[config.mk]
export PLATFORM = sky130hd
export DESIGN_NAME = register_writeback
export DESIGN_NICKNAME = d
export VERILOG_FILES = /design/src/rtl/register_writeback_pkg.sv /design/src/rtl/wb_fifo.sv /design/src/rtl/register_writeback.sv
export SDC_FILE = /design/constraint.sdc
export NUM_CORES = 1
export LEC_CHECK = 0
export ABC_CLOCK_PERIOD_IN_PS = 4100
export CORE_MARGIN = 2
export CORE_UTILIZATION = 55
export CTS_CLUSTER_SIZE = 40
export DETAILED_ROUTE_END_ITERATION = 16
export GPL_ROUTABILITY_DRIVEN = 0
export GPL_TIMING_DRIVEN = 0
export PLACE_DENSITY = 0.77
export SYNTH_ARGS = -nofsm -noshare
export SYNTH_HDL_FRONTEND = slang
export SYNTH_SLANG_ARGS = --single-unit
[constraint.sdc]
create_clock -name clk -period 4.1 [get_ports clk]
set_input_delay 0.82 -clock clk [delete_from_list [all_inputs] [get_ports clk]]
set_output_delay 0.82 -clock clk [all_outputs]
set_load 0.01 [all_outputs]
[src/rtl/register_writeback_pkg.sv]
// Shared constants and types for the register bank and its write-side sequencer.
package register_writeback_pkg;

    localparam int DATA_W   = 32;
    localparam int ADDR_W   = 4;
    localparam int NUM_REGS = 2 ** ADDR_W;

    // One queued memory result; live is cleared when a younger write supersedes it.
    typedef struct packed {
        logic              live;
        logic [ADDR_W-1:0] dest;
        logic [DATA_W-1:0] data;
    } wb_entry;

endpackage

[src/rtl/wb_fifo.sv]
// Queue of pending memory load results with per-entry live bits, squash-by-dest,
// flush, and a per-register busy mask derived from the live occupied entries.
module wb_fifo #(
    parameter int DEPTH  = 4,
    parameter int DATA_W = register_writeback_pkg::DATA_W,
    parameter int ADDR_W = register_writeback_pkg::ADDR_W
) (
    input  logic                      clk,
    input  logic                      reset_n,
    input  logic                      push,
    input  logic [ADDR_W-1:0]         push_dest,
    input  logic [DATA_W-1:0]         push_data,
    input  logic                      pop,
    input  logic                      squash,
    input  logic [ADDR_W-1:0]         squash_dest,
    input  logic                      flush,
    output logic                      head_live,
    output logic [ADDR_W-1:0]         head_dest,
    output logic [DATA_W-1:0]         head_data,
    output logic [$clog2(DEPTH):0]    count,
    output logic [2**ADDR_W-1:0]      busy
);

    localparam int PTR_W = $clog2(DEPTH);
    localparam int CNT_W = PTR_W + 1;

    logic [PTR_W-1:0]  rd_ptr;
    logic [PTR_W-1:0]  wr_ptr;
    logic [DEPTH-1:0]  live;
    logic [ADDR_W-1:0] dest_mem [DEPTH];
    logic [DATA_W-1:0] data_mem [DEPTH];

    // NOTE: sequential state uses non-blocking assignments so every register
    // samples the pre-edge values regardless of statement order.
    always_ff @(posedge clk or negedge reset_n) begin
        if (!reset_n) begin
            rd_ptr <= '0;
            wr_ptr <= '0;
            count  <= '0;
            live   <= '0;
        end else if (flush) begin
            rd_ptr <= '0;
            wr_ptr <= '0;
            count  <= '0;
            live   <= '0;
        end else begin
            for (int i = 0; i < DEPTH; i++) begin
                if (squash && dest_mem[i] == squash_dest) begin
                    live[i] <= 1'b0;
                end
            end
            if (pop) begin
                live[rd_ptr] <= 1'b0;
                rd_ptr       <= rd_ptr + PTR_W'(1);
            end
            if (push) begin
                live[wr_ptr] <= 1'b1;
                wr_ptr       <= wr_ptr + PTR_W'(1);
            end
            count <= count + CNT_W'(push) - CNT_W'(pop);
        end
    end

    // NOTE: payload storage is not reset; occupancy is defined solely by the
    // pointers, count and live bits, which are.
    always_ff @(posedge clk) begin
        if (push) begin
            dest_mem[wr_ptr] <= push_dest;
            data_mem[wr_ptr] <= push_data;
        end
    end

    assign head_live = live[rd_ptr];
    assign head_dest = dest_mem[rd_ptr];
    assign head_data = data_mem[rd_ptr];

    always_comb begin
        // NOTE: default assigned before the loop so no bit of busy can infer a latch.
        busy = '0;
        for (int i = 0; i < DEPTH; i++) begin
            logic [PTR_W-1:0] offs;
            offs = PTR_W'(i) - rd_ptr;
            if (live[i] && ({1'b0, offs} < count)) begin
                busy[dest_mem[i]] = 1'b1;
            end
        end
    end

endmodule

[src/rtl/register_writeback.sv]
// Write-port sequencer: ALU results take priority, memory results bypass when the
// queue is empty or wait in wb_fifo; write-port outputs are registered.
module register_writeback #(
    parameter int DEPTH  = 4,
    parameter int DATA_W = register_writeback_pkg::DATA_W,
    parameter int ADDR_W = register_writeback_pkg::ADDR_W
) (
    input  logic                 clk,
    input  logic                 reset_n,
    input  logic                 alu_valid,
    input  logic [ADDR_W-1:0]    alu_dest,
    input  logic [DATA_W-1:0]    alu_data,
    input  logic                 mem_valid,
    input  logic [ADDR_W-1:0]    mem_dest,
    input  logic [DATA_W-1:0]    mem_data,
    output logic                 mem_ready,
    input  logic                 flush,
    output logic                 wr_en,
    output logic [ADDR_W-1:0]    wr_addr,
    output logic [DATA_W-1:0]    wr_data,
    output logic [2**ADDR_W-1:0] busy
);

    localparam int CNT_W = $clog2(DEPTH) + 1;

    logic [CNT_W-1:0]  count;
    logic              head_live;
    logic [ADDR_W-1:0] head_dest;
    logic [DATA_W-1:0] head_data;

    logic              fifo_empty;
    logic              mem_xfer;
    logic              same_dest;
    logic              do_pop;
    logic              do_bypass;
    logic              do_push;
    logic              nxt_en;
    logic [ADDR_W-1:0] nxt_addr;
    logic [DATA_W-1:0] nxt_data;

    // Depends only on registered occupancy so the memory side never sees an ALU path.
    assign mem_ready = (count < CNT_W'(DEPTH));

    always_comb begin
        fifo_empty = (count == '0);
        mem_xfer   = mem_valid && mem_ready;
        same_dest  = alu_valid && (alu_dest == mem_dest);
        do_pop     = !alu_valid && !fifo_empty;
        do_bypass  = !alu_valid && fifo_empty && mem_xfer;
        // The load is older than a same-cycle ALU write to its register, so it is dropped.
        do_push    = mem_xfer && !do_bypass && !same_dest && !flush;

        nxt_en   = 1'b0;
        nxt_addr = wr_addr;
        nxt_data = wr_data;
        if (alu_valid) begin
            nxt_en   = 1'b1;
            nxt_addr = alu_dest;
            nxt_data = alu_data;
        end else if (do_pop) begin
            if (head_live && !flush) begin
                nxt_en   = 1'b1;
                nxt_addr = head_dest;
                nxt_data = head_data;
            end
        end else if (do_bypass && !flush) begin
            nxt_en   = 1'b1;
            nxt_addr = mem_dest;
            nxt_data = mem_data;
        end
    end

    always_ff @(posedge clk or negedge reset_n) begin
        if (!reset_n) begin
            wr_en   <= 1'b0;
            wr_addr <= '0;
            wr_data <= '0;
        end else begin
            wr_en   <= nxt_en;
            wr_addr <= nxt_addr;
            wr_data <= nxt_data;
        end
    end

    wb_fifo #(
        .DEPTH  (DEPTH),
        .DATA_W (DATA_W),
        .ADDR_W (ADDR_W)
    ) u_fifo (
        .clk         (clk),
        .reset_n     (reset_n),
        .push        (do_push),
        .push_dest   (mem_dest),
        .push_data   (mem_data),
        .pop         (do_pop),
        .squash      (alu_valid),
        .squash_dest (alu_dest),
        .flush       (flush),
        .head_live   (head_live),
        .head_dest   (head_dest),
        .head_data   (head_data),
        .count       (count),
        .busy        (busy)
    );

endmodule
==> impl_metrics.env <==
export IMPL_clkTransAtPathRegs_ns=0.07
export IMPL_whs_ns=0.287
export IMPL_initialDrtViolationCount=706
export IMPL_nNetsFinal=836
export IMPL_hp_class="in -> async"
export IMPL_period_needed_ns=3.96
export IMPL_seqCellArea_sq_um=5530
export IMPL_use_met1_pct=33.2
export IMPL_port_buffers=124
export IMPL_antenna_cells=0
export IMPL_synth_warnings=0
export IMPL_leakage_nw=4.21
export IMPL_setup_viol=0
export IMPL_drv_cap=0
export IMPL_path_max_fanout=10
export IMPL_netlist_area_sq_um=8890
export IMPL_tightest_slew_ns=1.08
export IMPL_core_area_sq_um=15800
export IMPL_critPathArrivalTime_ns=3.14
export IMPL_ys_types=43
export IMPL_grt_util_all_layers_pct=26.1
export IMPL_switching_share_pct=31.5
export IMPL_antenna_left=0
export IMPL_ios=131
export IMPL_met2_usage_pct=44.2
export IMPL_layout_commonest_cell="edfxtp_1"
export IMPL_grt_pass1_vias=6258
export IMPL_status="finished, final reports clean"
export IMPL_die_area_sq_um=17200
export IMPL_seqPwrFrac_pct=39.1
export IMPL_max_freq_mhz=252
export IMPL_tns_ns=0
export IMPL_post_drt_wl_per_cell_um=22.5
export IMPL_synth_edf_count=144
export IMPL_drc=0
export IMPL_die_w_um=131
export IMPL_fp_dieH_um=131
export IMPL_grt_busiest_layer="met2"
export IMPL_routed_wl_mm=21.9
export IMPL_layout_drive_gt1_share_pct=14.3
export IMPL_place_ws_ns=0.0808
export IMPL_grt_max_degree=38
export IMPL_critPathRequiredTime_ns=3.28
export IMPL_irDropWorstVdd_uv=361
export IMPL_powerDensity_nw_per_um2=580
export IMPL_ys_flop_type="edfxtp_1"
export IMPL_clock_latency_ns=0.43
export IMPL_p_int_mw=4.46
export IMPL_cts_made_buffers=17
export IMPL_cts_tree="built"
export IMPL_finalNonFillerCells=973
export IMPL_cts_hold_buf=0
export IMPL_endpoint_kind="output port"
export IMPL_dp_hpwl_mm=14.9
export IMPL_cts_root_buf="clkbuf_16"
export IMPL_grtUsageMet3_pct=5.56
export IMPL_vias_per_cell=6.09
export IMPL_fill_cells=1016
export IMPL_combinationalPowerShare_pct=36.2
export IMPL_setup_slack_ns=0.137
export IMPL_drt_pre_antenna_iters=6
export IMPL_fin_skew_ns=0.0101
export IMPL_yosysSeqAreaShare_pct=62.1
export IMPL_placed_cell_area_sq_um=10500
export IMPL_clockBufferDepth=2
export IMPL_async_reset_ff_share_pct=25.0
export IMPL_overflow=0
export IMPL_dp_cells=936
export IMPL_final_cell_mix="edfxtp_1 (144), clkdlybuf4s50_1 (110), inv_1 (57)"
export IMPL_area_delta_synth_final_pct=26.3
export IMPL_worst_setup_path_type="reg -> out"
export IMPL_multi_input_area_sq_um=3050
export IMPL_syn_area_per_cell_sq_um=15.0
export IMPL_vias=5927
export IMPL_cts_sinks=192
export IMPL_startpoint_type="flop"
export IMPL_grt_pass1_wl_mm=34.2
export IMPL_initial_core_util_pct=56.2
export IMPL_yosys_register_bits=192
export IMPL_power_share_clock_pct=24.7
export IMPL_slew_headroom_pct=27.2
export IMPL_h_tree_depth=4
export IMPL_switching_power_mw=2.05
export IMPL_finalHoldViolCount=0
export IMPL_syn_nets=683
export IMPL_drv_slew=0
export IMPL_synthCells=591
export IMPL_final_cell_area_sq_um=11200
export IMPL_antenna_found_initial=0
export IMPL_final_period_utilization_pct=96.7
export IMPL_rsz0062_at_grt="false"
export IMPL_std_cell_rows=46
power groups by stage:
stage | clock network (mW) | registers [mW] | logic [mW]
floorplan | 0 | 2.64 | 1.29
global placement | 0 | 2.57 | 2.17
detailed placement | 0 | 2.58 | 2.26
CTS | 1.62 | 2.55 | 2.35
global route | 1.70 | 2.58 | 2.53
finish | 1.61 | 2.55 | 2.36
registers in the layout, summed over array words and instances (netlist names):
register         flops
u_fifo.rd_ptr        2
u_fifo.dest_mem     16
wr_addr              4
u_fifo.data_mem    128
u_fifo.live          4
u_fifo.count         3
u_fifo.wr_ptr        2
wr_data             32
wr_en                1
critical path: stages, from the launching register on:
cell and delay [ns]:
dfrtp_1 0.39, buf_6 0.15, buf_12 0.13, buf_12 0.14, inv_2 0.09, ha_4 0.22, ha_1 0.27, nand2b_1 0.11
o2111ai_4 0.28, nor3_1 0.09, or4_1 0.54, dlygate4sd2_1 0.30
path summary, 6_finish.rpt:
| kind | end | slack [ns] | depth (start not counted) | start |
|---|---|---|---|---|
| min in group clk | wr_data[6]$_DFFE_PN0P_ | 0.52 | 2 | wr_data[6]$_DFFE_PN0P_ |
| hold / removal | wr_data[28]$_DFFE_PN0P_ | 0.29 | 1 | reset_n |
| hold reg to reg | wr_data[6]$_DFFE_PN0P_ | 0.52 | 2 | wr_data[6]$_DFFE_PN0P_ |
| setup reg to reg | u_fifo.count[2]$_DFF_PN0_ | 1.13 | 11 | u_fifo.count[1]$_DFF_PN0_ |
| setup / recovery | busy[3] | 0.14 | 11 | u_fifo.rd_ptr[0]$_DFFE_PN0P_ |
| max in group asynchronous | u_fifo.live[1]$_DFF_PN0_ | 3.27 | 2 | reset_n |
layout make-up:
class / instances / share of cell area, %
well taps: 216 / 2.41
clock buffers: 22 / 4.05
clock inverters: 10 / 1.00
flip-flops and latches: 192 / 49.2
inverters: 58 / 1.94
multi-input cells: 306 / 27.2
repair buffers: 134 / 12.3
plain buffers: 35 / 1.96
cell usage after synthesis (2+ instances only):
library cell,instances,area share (%)
a211o_1,14,1.4
nor4_1,6,0.42
nand4_1,3,0.21
buf_2,5,0.28
mux4_2,36,9.1
and2_1,3,0.21
nand2_1,11,0.46
or3_1,6,0.42
buf_12,3,0.68
xnor2_1,11,1.1
clkbuf_1,18,0.76
buf_1,4,0.17
xor2_1,12,1.2
o22a_1,2,0.20
nand3_1,6,0.34
nor3_1,13,0.73
nor2b_1,9,0.63
dfrtp_1,48,14
and3_1,2,0.14
o22ai_1,13,0.91
nand2b_1,18,1.3
inv_1,58,2.4
edfxtp_1,144,49
ha_1,14,2.0
nor2_1,27,1.1
or2_2,2,0.14
o32ai_1,2,0.20
or4_1,3,0.25
a222oi_1,36,4.1
mux2i_1,40,4.5
buf_6,4,0.51
o2111ai_1,7,0.69
kinds of logic after synthesis:
logic type      Yosys count  synth area share [%]
flops                   192                  62.1
xor+xnor                 23                  2.27
fa+ha+maj                15                  2.20
buf+inv                  93                  4.93
simple gates            110                  6.61
compound gates           81                  8.11
mux                      77                  13.7
metal layers:
layer / routed length, um / vias up / part of all wire [%]
li1: - / 2613 / -
met1: 8510 / 2962 / 39
met2: 11200 / 314 / 51
met3: 1680 / 38 / 7.7
met4: 462 / 0 / 2.1
met5: 0 / - / 0
stage by stage:
stage          utilization, %  power [mW]
2_1_floorplan               -        3.93
3_3_place_gp             65.7        4.74
3_5_place_dp             66.6        4.84
4_1_cts                  70.7        6.52
5_1_grt                  70.9        6.81
6_report                 70.9        6.52
timing repair:
item                       4_1_cts  5_1_grt
buffers inserted                 3        2
resized for setup               22        6
pin swaps                        1        2
setup endpoints to repair       16        9
No activity file was read; power rests on OpenSTA's default activity.
